[src/rtl/fetch_unit.sv]
// fetch_unit: instruction-fetch stage of the 16-bit WISC pipeline.
// Owns the fetch PC and runs a multi-cycle imem request/valid handshake.
// It loads the IF/ID register and handles stall (skid buffer), branch flush
// with draining of in-flight reads, and HLT detection.
//
// Ports:
//   clk, rst_n      clock, asynchronous active-low reset
//   pc              current fetch PC (to PC_control.PC_in)
//   next_pc         next PC from PC_control, used when an instruction is accepted
//   imem_req/addr   registered read request and address
//   imem_rdata      read data, qualified by imem_valid
//   imem_valid      one-cycle completion pulse for the outstanding request
//   stall           hazard hold; IF/ID and pc do not advance
//   flush           redirect from a later stage, fetch resumes at redirect_pc
//   if_id_instr     IF/ID instruction
//   if_id_pc_plus2  IF/ID PC+2
//   if_id_valid     IF/ID holds a real instruction
//   halted          a HLT has been accepted and fetch is stopped
module fetch_unit #(
  parameter logic [15:0] RESET_PC  = 16'h0000,
  parameter logic [15:0] NOP_INSTR = 16'h0000
) (
  input  logic        clk,
  input  logic        rst_n,
  output logic [15:0] pc,
  input  logic [15:0] next_pc,
  output logic        imem_req,
  output logic [15:0] imem_addr,
  input  logic [15:0] imem_rdata,
  input  logic        imem_valid,
  input  logic        stall,
  input  logic        flush,
  input  logic [15:0] redirect_pc,
  output logic [15:0] if_id_instr,
  output logic [15:0] if_id_pc_plus2,
  output logic        if_id_valid,
  output logic        halted
);

  localparam logic [3:0]  HLT_OPCODE = 4'hF;
  localparam logic [15:0] PC_STEP    = 16'd2;

  typedef enum logic [2:0] {
    S_IDLE,
    S_FETCH,
    S_HOLD,
    S_DRAIN,
    S_HALT
  } state_t;

  state_t      state_q, state_d;
  logic [15:0] pc_q, pc_d;
  logic        req_q, req_d;
  logic [15:0] addr_q, addr_d;
  logic [15:0] skid_q, skid_d;
  logic [15:0] instr_q, instr_d;
  logic [15:0] pcp2_q, pcp2_d;
  logic        valid_q, valid_d;
  logic        halted_q, halted_d;

  logic        rsp_vld;
  logic        do_accept;
  logic [15:0] accept_instr;
  logic        read_pending;

  // Memory responses only count while our request is actually outstanding.
  assign rsp_vld = imem_valid & req_q;

  // A read is in flight and has not come back this cycle.
  assign read_pending = req_q & ~rsp_vld &
                        ((state_q == S_FETCH) | (state_q == S_DRAIN));

  // Next-state and next-register computation.
  always_comb begin
    state_d      = state_q;
    pc_d         = pc_q;
    req_d        = req_q;
    addr_d       = addr_q;
    skid_d       = skid_q;
    instr_d      = instr_q;
    pcp2_d       = pcp2_q;
    valid_d      = valid_q;
    halted_d     = halted_q;
    do_accept    = 1'b0;
    accept_instr = skid_q;

    if (flush) begin
      // Flush beats stall and acceptance everywhere.
      instr_d  = NOP_INSTR;
      pcp2_d   = 16'h0000;
      valid_d  = 1'b0;
      halted_d = 1'b0;
      skid_d   = NOP_INSTR;
      pc_d     = redirect_pc;
      if (read_pending) begin
        // Keep the old request alive so its data can be swallowed in DRAIN.
        state_d = S_DRAIN;
      end else begin
        state_d = S_FETCH;
        req_d   = 1'b1;
        addr_d  = redirect_pc;
      end
    end else begin
      case (state_q)
        S_IDLE: begin
          state_d = S_FETCH;
        end
        S_FETCH: begin
          if (!req_q) begin
            req_d  = 1'b1;
            addr_d = pc_q;
          end else if (rsp_vld) begin
            if (stall) begin
              skid_d  = imem_rdata;
              req_d   = 1'b0;
              state_d = S_HOLD;
            end else begin
              do_accept    = 1'b1;
              accept_instr = imem_rdata;
            end
          end
        end
        S_HOLD: begin
          if (!stall) begin
            do_accept    = 1'b1;
            accept_instr = skid_q;
          end
        end
        S_DRAIN: begin
          // Drop the stale data, then fetch from the (redirected) pc.
          if (rsp_vld) begin
            state_d = S_FETCH;
            req_d   = 1'b1;
            addr_d  = pc_q;
          end
        end
        S_HALT: begin
          req_d = 1'b0;
        end
        default: begin
          state_d = S_IDLE;
          req_d   = 1'b0;
        end
      endcase

      if (do_accept) begin
        instr_d = accept_instr;
        pcp2_d  = pc_q + PC_STEP;
        valid_d = 1'b1;
        if (accept_instr[15:12] == HLT_OPCODE) begin
          // HLT: pc stays on the HLT, no further requests.
          state_d  = S_HALT;
          req_d    = 1'b0;
          halted_d = 1'b1;
        end else begin
          state_d = S_FETCH;
          pc_d    = next_pc;
          req_d   = 1'b1;
          addr_d  = next_pc;
        end
      end
    end
  end

  // State and output registers.
  always_ff @(posedge clk or negedge rst_n) begin
    if (!rst_n) begin
      state_q  <= S_IDLE;
      pc_q     <= RESET_PC;
      req_q    <= 1'b0;
      addr_q   <= RESET_PC;
      skid_q   <= NOP_INSTR;
      instr_q  <= NOP_INSTR;
      pcp2_q   <= 16'h0000;
      valid_q  <= 1'b0;
      halted_q <= 1'b0;
    end else begin
      state_q  <= state_d;
      pc_q     <= pc_d;
      req_q    <= req_d;
      addr_q   <= addr_d;
      skid_q   <= skid_d;
      instr_q  <= instr_d;
      pcp2_q   <= pcp2_d;
      valid_q  <= valid_d;
      halted_q <= halted_d;
    end
  end

  assign pc             = pc_q;
  assign imem_req       = req_q;
  assign imem_addr      = addr_q;
  assign if_id_instr    = instr_q;
  assign if_id_pc_plus2 = pcp2_q;
  assign if_id_valid    = valid_q;
  assign halted         = halted_q;

endmodule

[config.mk]
export PLATFORM = sky130hd
export DESIGN_NAME = fetch_unit
export DESIGN_NICKNAME = d
export VERILOG_FILES = /design/src/rtl/fetch_unit.sv
export SDC_FILE = /design/constraint.sdc
export NUM_CORES = 1
export LEC_CHECK = 0
export ABC_AREA = 1
export BUFFER_PORTS_ARGS = -buffer_cell sky130_fd_sc_hd__buf_2
export CAP_MARGIN = 20
export CORE_MARGIN = 2
export CORE_UTILIZATION = 35
export DETAILED_ROUTE_END_ITERATION = 10
export PLACE_DENSITY = 0.62
export SYNTH_ARGS = -nofsm -noshare
export SYNTH_HDL_FRONTEND = slang
export SYNTH_SLANG_ARGS = --single-unit
[constraint.sdc]
create_clock -name clk -period 2.1 [get_ports clk]
set_input_delay 0.63 -clock clk [delete_from_list [all_inputs] [get_ports clk]]
set_output_delay 0.63 -clock clk [all_outputs]
set_load 0.03 [all_outputs]
==> impl_metrics.py <==
metrics = {
    "logic_synthesis": {
        "synthDistinctLibCells": 30,
        "postSynthCellCount": 562,
        "synth_top_area_cell": "sky130_fd_sc_hd__dfrtp_1",
        "postSynth.topFlopCell": "sky130_fd_sc_hd__dfrtp_1",
        "mappedNetlistArea_sq_um": 4310,
        "async_flop_share_pct": 100,
        "postSynthRegisterBits": 86,
        "synth_net_count": 616,
        "synthMostInstantiatedCell": "sky130_fd_sc_hd__nand2_1",
        "synthesized_area_per_cell_sq_um": 7.66,
        "synth-edff-count": 0,
        "synth_commonest_cells": "sky130_fd_sc_hd__nand2_1, sky130_fd_sc_hd__dfrtp_1, sky130_fd_sc_hd__o21ai_0",
        "synthDominantCellAreaShare_pct": 50.0,
        "synth.yosys.seq_area_share_pct": 50.0,
        "synthesis.yosys.warnings": 0,
        "synth_top_cells_by_area": "sky130_fd_sc_hd__dfrtp_1, sky130_fd_sc_hd__nand2_1, sky130_fd_sc_hd__o21ai_0, sky130_fd_sc_hd__nand3_1, sky130_fd_sc_hd__inv_1",
    },
    "sta": {
        "worst-slew-pin-transition_ns": 0.511,
        "final.setup.tns_ns": 0,
        "clock-skew-final_ns": 0.00941,
        "final.min_clock_period_ns": 1.87,
        "setup_violators_final": 0,
        "slew_headroom_pct": 65.6,
        "maxClockFrequency_mhz": 535,
        "hold_viol": 0,
        "finalCritPeriodShare_pct": 88.9,
        "slew_violations": 0,
        "grt_setup_unrepaired": "false",
        "timing.hold.ws_ns": 0.215,
    },
    "setup_path": {
        "required_ns": 2.38,
        "path_max_fanout": 18,
        "critPathCaptureType": "flop",
        "reg2regPathDepth": 11,
        "worstSetupPathType": "reg2reg",
        "startpoint_type_of_the_worst_setup_path": "flop",
        "critical_path_arrival_ns": 2.15,
        "ff2ff_setup_slack_ns": 0.23,
        "r2r_end": "imem_addr[11]$_DFFE_PN0N_",
        "regToRegStartpoint": "state_q[2]$_DFFE_PN0P_",
    },
    "clock_network": {
        "ctsHtreeMaxLevel": 3,
        "cts.root.buffer_cell": "sky130_fd_sc_hd__clkbuf_16",
        "clock_sink_count": 86,
        "total_cts_buffers": 9,
        "postCtsSetupRepairBufs": 0,
        "cts_max_path_buffers": 2,
        "cts_hold_buffers": 0,
        "cts.clk_slew.worst_paths_ns": 0.06,
        "tritoncts": "done",
        "worst_skew_pair.late_latency_ns": 0.34,
    },
    "place": {
        "portBuffers": 119,
        "post_dp_cell_area_sq_um": 5190,
        "place.gp.congestion": 0.876,
        "place_hpwl_um": 9220,
    },
    "finish": {
        "drive_gt1_share_pct": 24.7,
        "post-route-util_pct": 45.7,
        "numnets_final": 740,
        "ant_diodes": 0,
        "final_std_cell_area_no_fill_sq_um": 5480,
        "fillers": 1238,
        "layout-area-overhead-vs-synth_pct": 27.3,
    },
    "floorplan": {
        "design.portCount": 120,
        "die_area_sq_um": 13200,
        "dieHeight_um": 115,
        "floorplan.initialDensity_pct": 35.9,
        "core_area_sq_um": 12000,
        "floorplan.die.width_um": 115,
        "floorplan.rows": 40,
    },
    "route": {
        "num_vias": 4182,
        "antenna_left": 0,
        "number_of_drc_violations_after_detailed_routing": 0,
        "first_pass_iters": 5,
        "detail_route.iter0.violations": 219,
        "routed_via_density": 4.99,
        "routed_wl_um": 12200,
        "drt-wirelength-per-cell_um": 14.6,
    },
    "hold_path": {
        "hold_class": "in2async",
    },
    "grt": {
        "antenna_found_initial": 0,
        "grt_util_met1_pct": 26.5,
        "grt-busiest-layer": "met2",
        "use_met3_pct": 3.48,
        "grt_use_total_pct": 19.4,
        "grt_pass1_wl_um": 20100,
        "groute.layer.met2.usage_pct": 31.5,
        "maximum_number_of_pins_on_one_net_before_global_route_repair": 31,
        "grt_overflow_total": 0,
        "first_global_vias": 4036,
    },
    "pwr": {
        "power.ir.vdd_worst_mv": 0.582,
        "p_per_area_nw_per_um2": 1210,
        "p_leak_nw": 2.99,
    },
    "outcome": {
        "outcome": "completed",
    },
    "flow_run": {
        "maxcap_violations": 0,
    },
}
-- per-layer routing --
| metal | routed length [um] | share of wire (%) |
|---|---|---|
| met5 | 0 | 0 |
| met4 | 159 | 1.3 |
| met3 | 529 | 4.3 |
| met2 | 5900 | 48 |
| met1 | 5640 | 46 |
-- power by group --
group,leakage (nW),switching [mW],internal [mW]
clock,0.142,0.640,0.895
sequential,1.12,0.304,2.07
combinational,1.73,1.93,0.802
total,2.99,2.87,3.77
-- critical path, cell delays in order (launching register included) --
cell and delay, ns:
sky130_fd_sc_hd__dfrtp_1 0.37, sky130_fd_sc_hd__inv_2 0.09, sky130_fd_sc_hd__nand2_1 0.11, sky130_fd_sc_hd__nor2_4 0.17, sky130_fd_sc_hd__nand2_2 0.11, sky130_fd_sc_hd__nand2_1 0.19, sky130_fd_sc_hd__nor2_4 0.08, sky130_fd_sc_hd__inv_2 0.27
sky130_fd_sc_hd__nand3_1 0.19, sky130_fd_sc_hd__nand2_1 0.11, sky130_fd_sc_hd__nand2_1 0.05, sky130_fd_sc_hd__nand2_1 0.06
-- timing repair --
action                                  CTS  global route
gates resized for setup                   0             3
endpoints found under the setup margin    0            19
endpoints found under the hold margin     0             0
-- cell type report --
type                    instances  area, sq um  share of cell area, %
multi-input cells             399         1850                   33.7
clock inverters                 3         17.5                  0.319
well taps                     147          184                   3.35
clock buffers                  13          270                   4.93
repair buffers                138          816                   14.9
inverters                      52          195                   3.56
flip-flops and latches         86         2150                   39.2
-- state kept, by name, summed over array words and instances (netlist names) --
| name | count |
|---|---|
| halted | 1 |
| imem_req | 1 |
| if_id_valid | 1 |
| pc | 16 |
| imem_addr | 16 |
| if_id_instr | 16 |
| state_q | 3 |
| skid_q | 16 |
| if_id_pc_plus2 | 16 |
-- stage by stage --
stage	instances	setup slack (ns)	total power [mW]
after detailed placement	822	-0.0575	5.13
after CTS	838	0.184	6.69
after floorplan	562	0.132	4.18
after global routing	838	0.0582	7.06
after global placement	822	0.0187	5.06
final	838	0.232	6.64
-- how the worst max path moves through the flow --
stage	startpoint	end	slack [ns]	depth (start not counted)
2_1_floorplan	imem_valid	imem_addr[5]$_DFFE_PN0N_	0.13	13
3_3_place_gp	imem_valid	imem_req$_DFFE_PN0P_	0.02	12
3_5_place_dp	imem_valid	imem_req$_DFFE_PN0P_	-0.06	12
4_1_cts	state_q[2]$_DFFE_PN0P_	imem_addr[14]$_DFFE_PN0N_	0.18	13
5_1_grt	state_q[2]$_DFFE_PN0P_	imem_addr[4]$_DFFE_PN0N_	0.06	13
6_report	state_q[2]$_DFFE_PN0P_	imem_addr[11]$_DFFE_PN0N_	0.23	11
-- cells in the final DEF (no fill, tap or decap), types with 2 or more instances in the layout --
cell	n
sky130_fd_sc_hd__xor2_1	5
sky130_fd_sc_hd__clkinv_2	2
sky130_fd_sc_hd__clkbuf_16	9
sky130_fd_sc_hd__dfrtp_1	86
sky130_fd_sc_hd__buf_12	6
sky130_fd_sc_hd__inv_1	50
sky130_fd_sc_hd__nor2_4	6
sky130_fd_sc_hd__o21ai_1	17
sky130_fd_sc_hd__nor2_1	27
sky130_fd_sc_hd__clkbuf_8	3
sky130_fd_sc_hd__inv_2	2
sky130_fd_sc_hd__nor3_1	5
sky130_fd_sc_hd__nand2_4	3
sky130_fd_sc_hd__nand2_2	3
sky130_fd_sc_hd__o21ai_0	62
sky130_fd_sc_hd__nor4_1	3
sky130_fd_sc_hd__buf_2	118
sky130_fd_sc_hd__nand3_2	2
sky130_fd_sc_hd__a21oi_1	3
sky130_fd_sc_hd__buf_4	14
sky130_fd_sc_hd__o22ai_1	4
sky130_fd_sc_hd__nand3_1	61
sky130_fd_sc_hd__nand2_1	190
-- cell families (layout without fill, tap and decap cells) --
family / count (synthesis) / in the layout / synth area share, %
AO/OA/AOI/OAI: 90 / 90 / 10.9
AND/OR/NAND/NOR: 302 / 302 / 30.3
adder cells (fa/ha/maj): 1 / 1 / 0.290
flip-flops: 86 / 86 / 50.0
buffers and inverters: 77 / 206 / 7.32
XOR/XNOR: 6 / 6 / 1.22
Power figures use the tool's default switching activity.
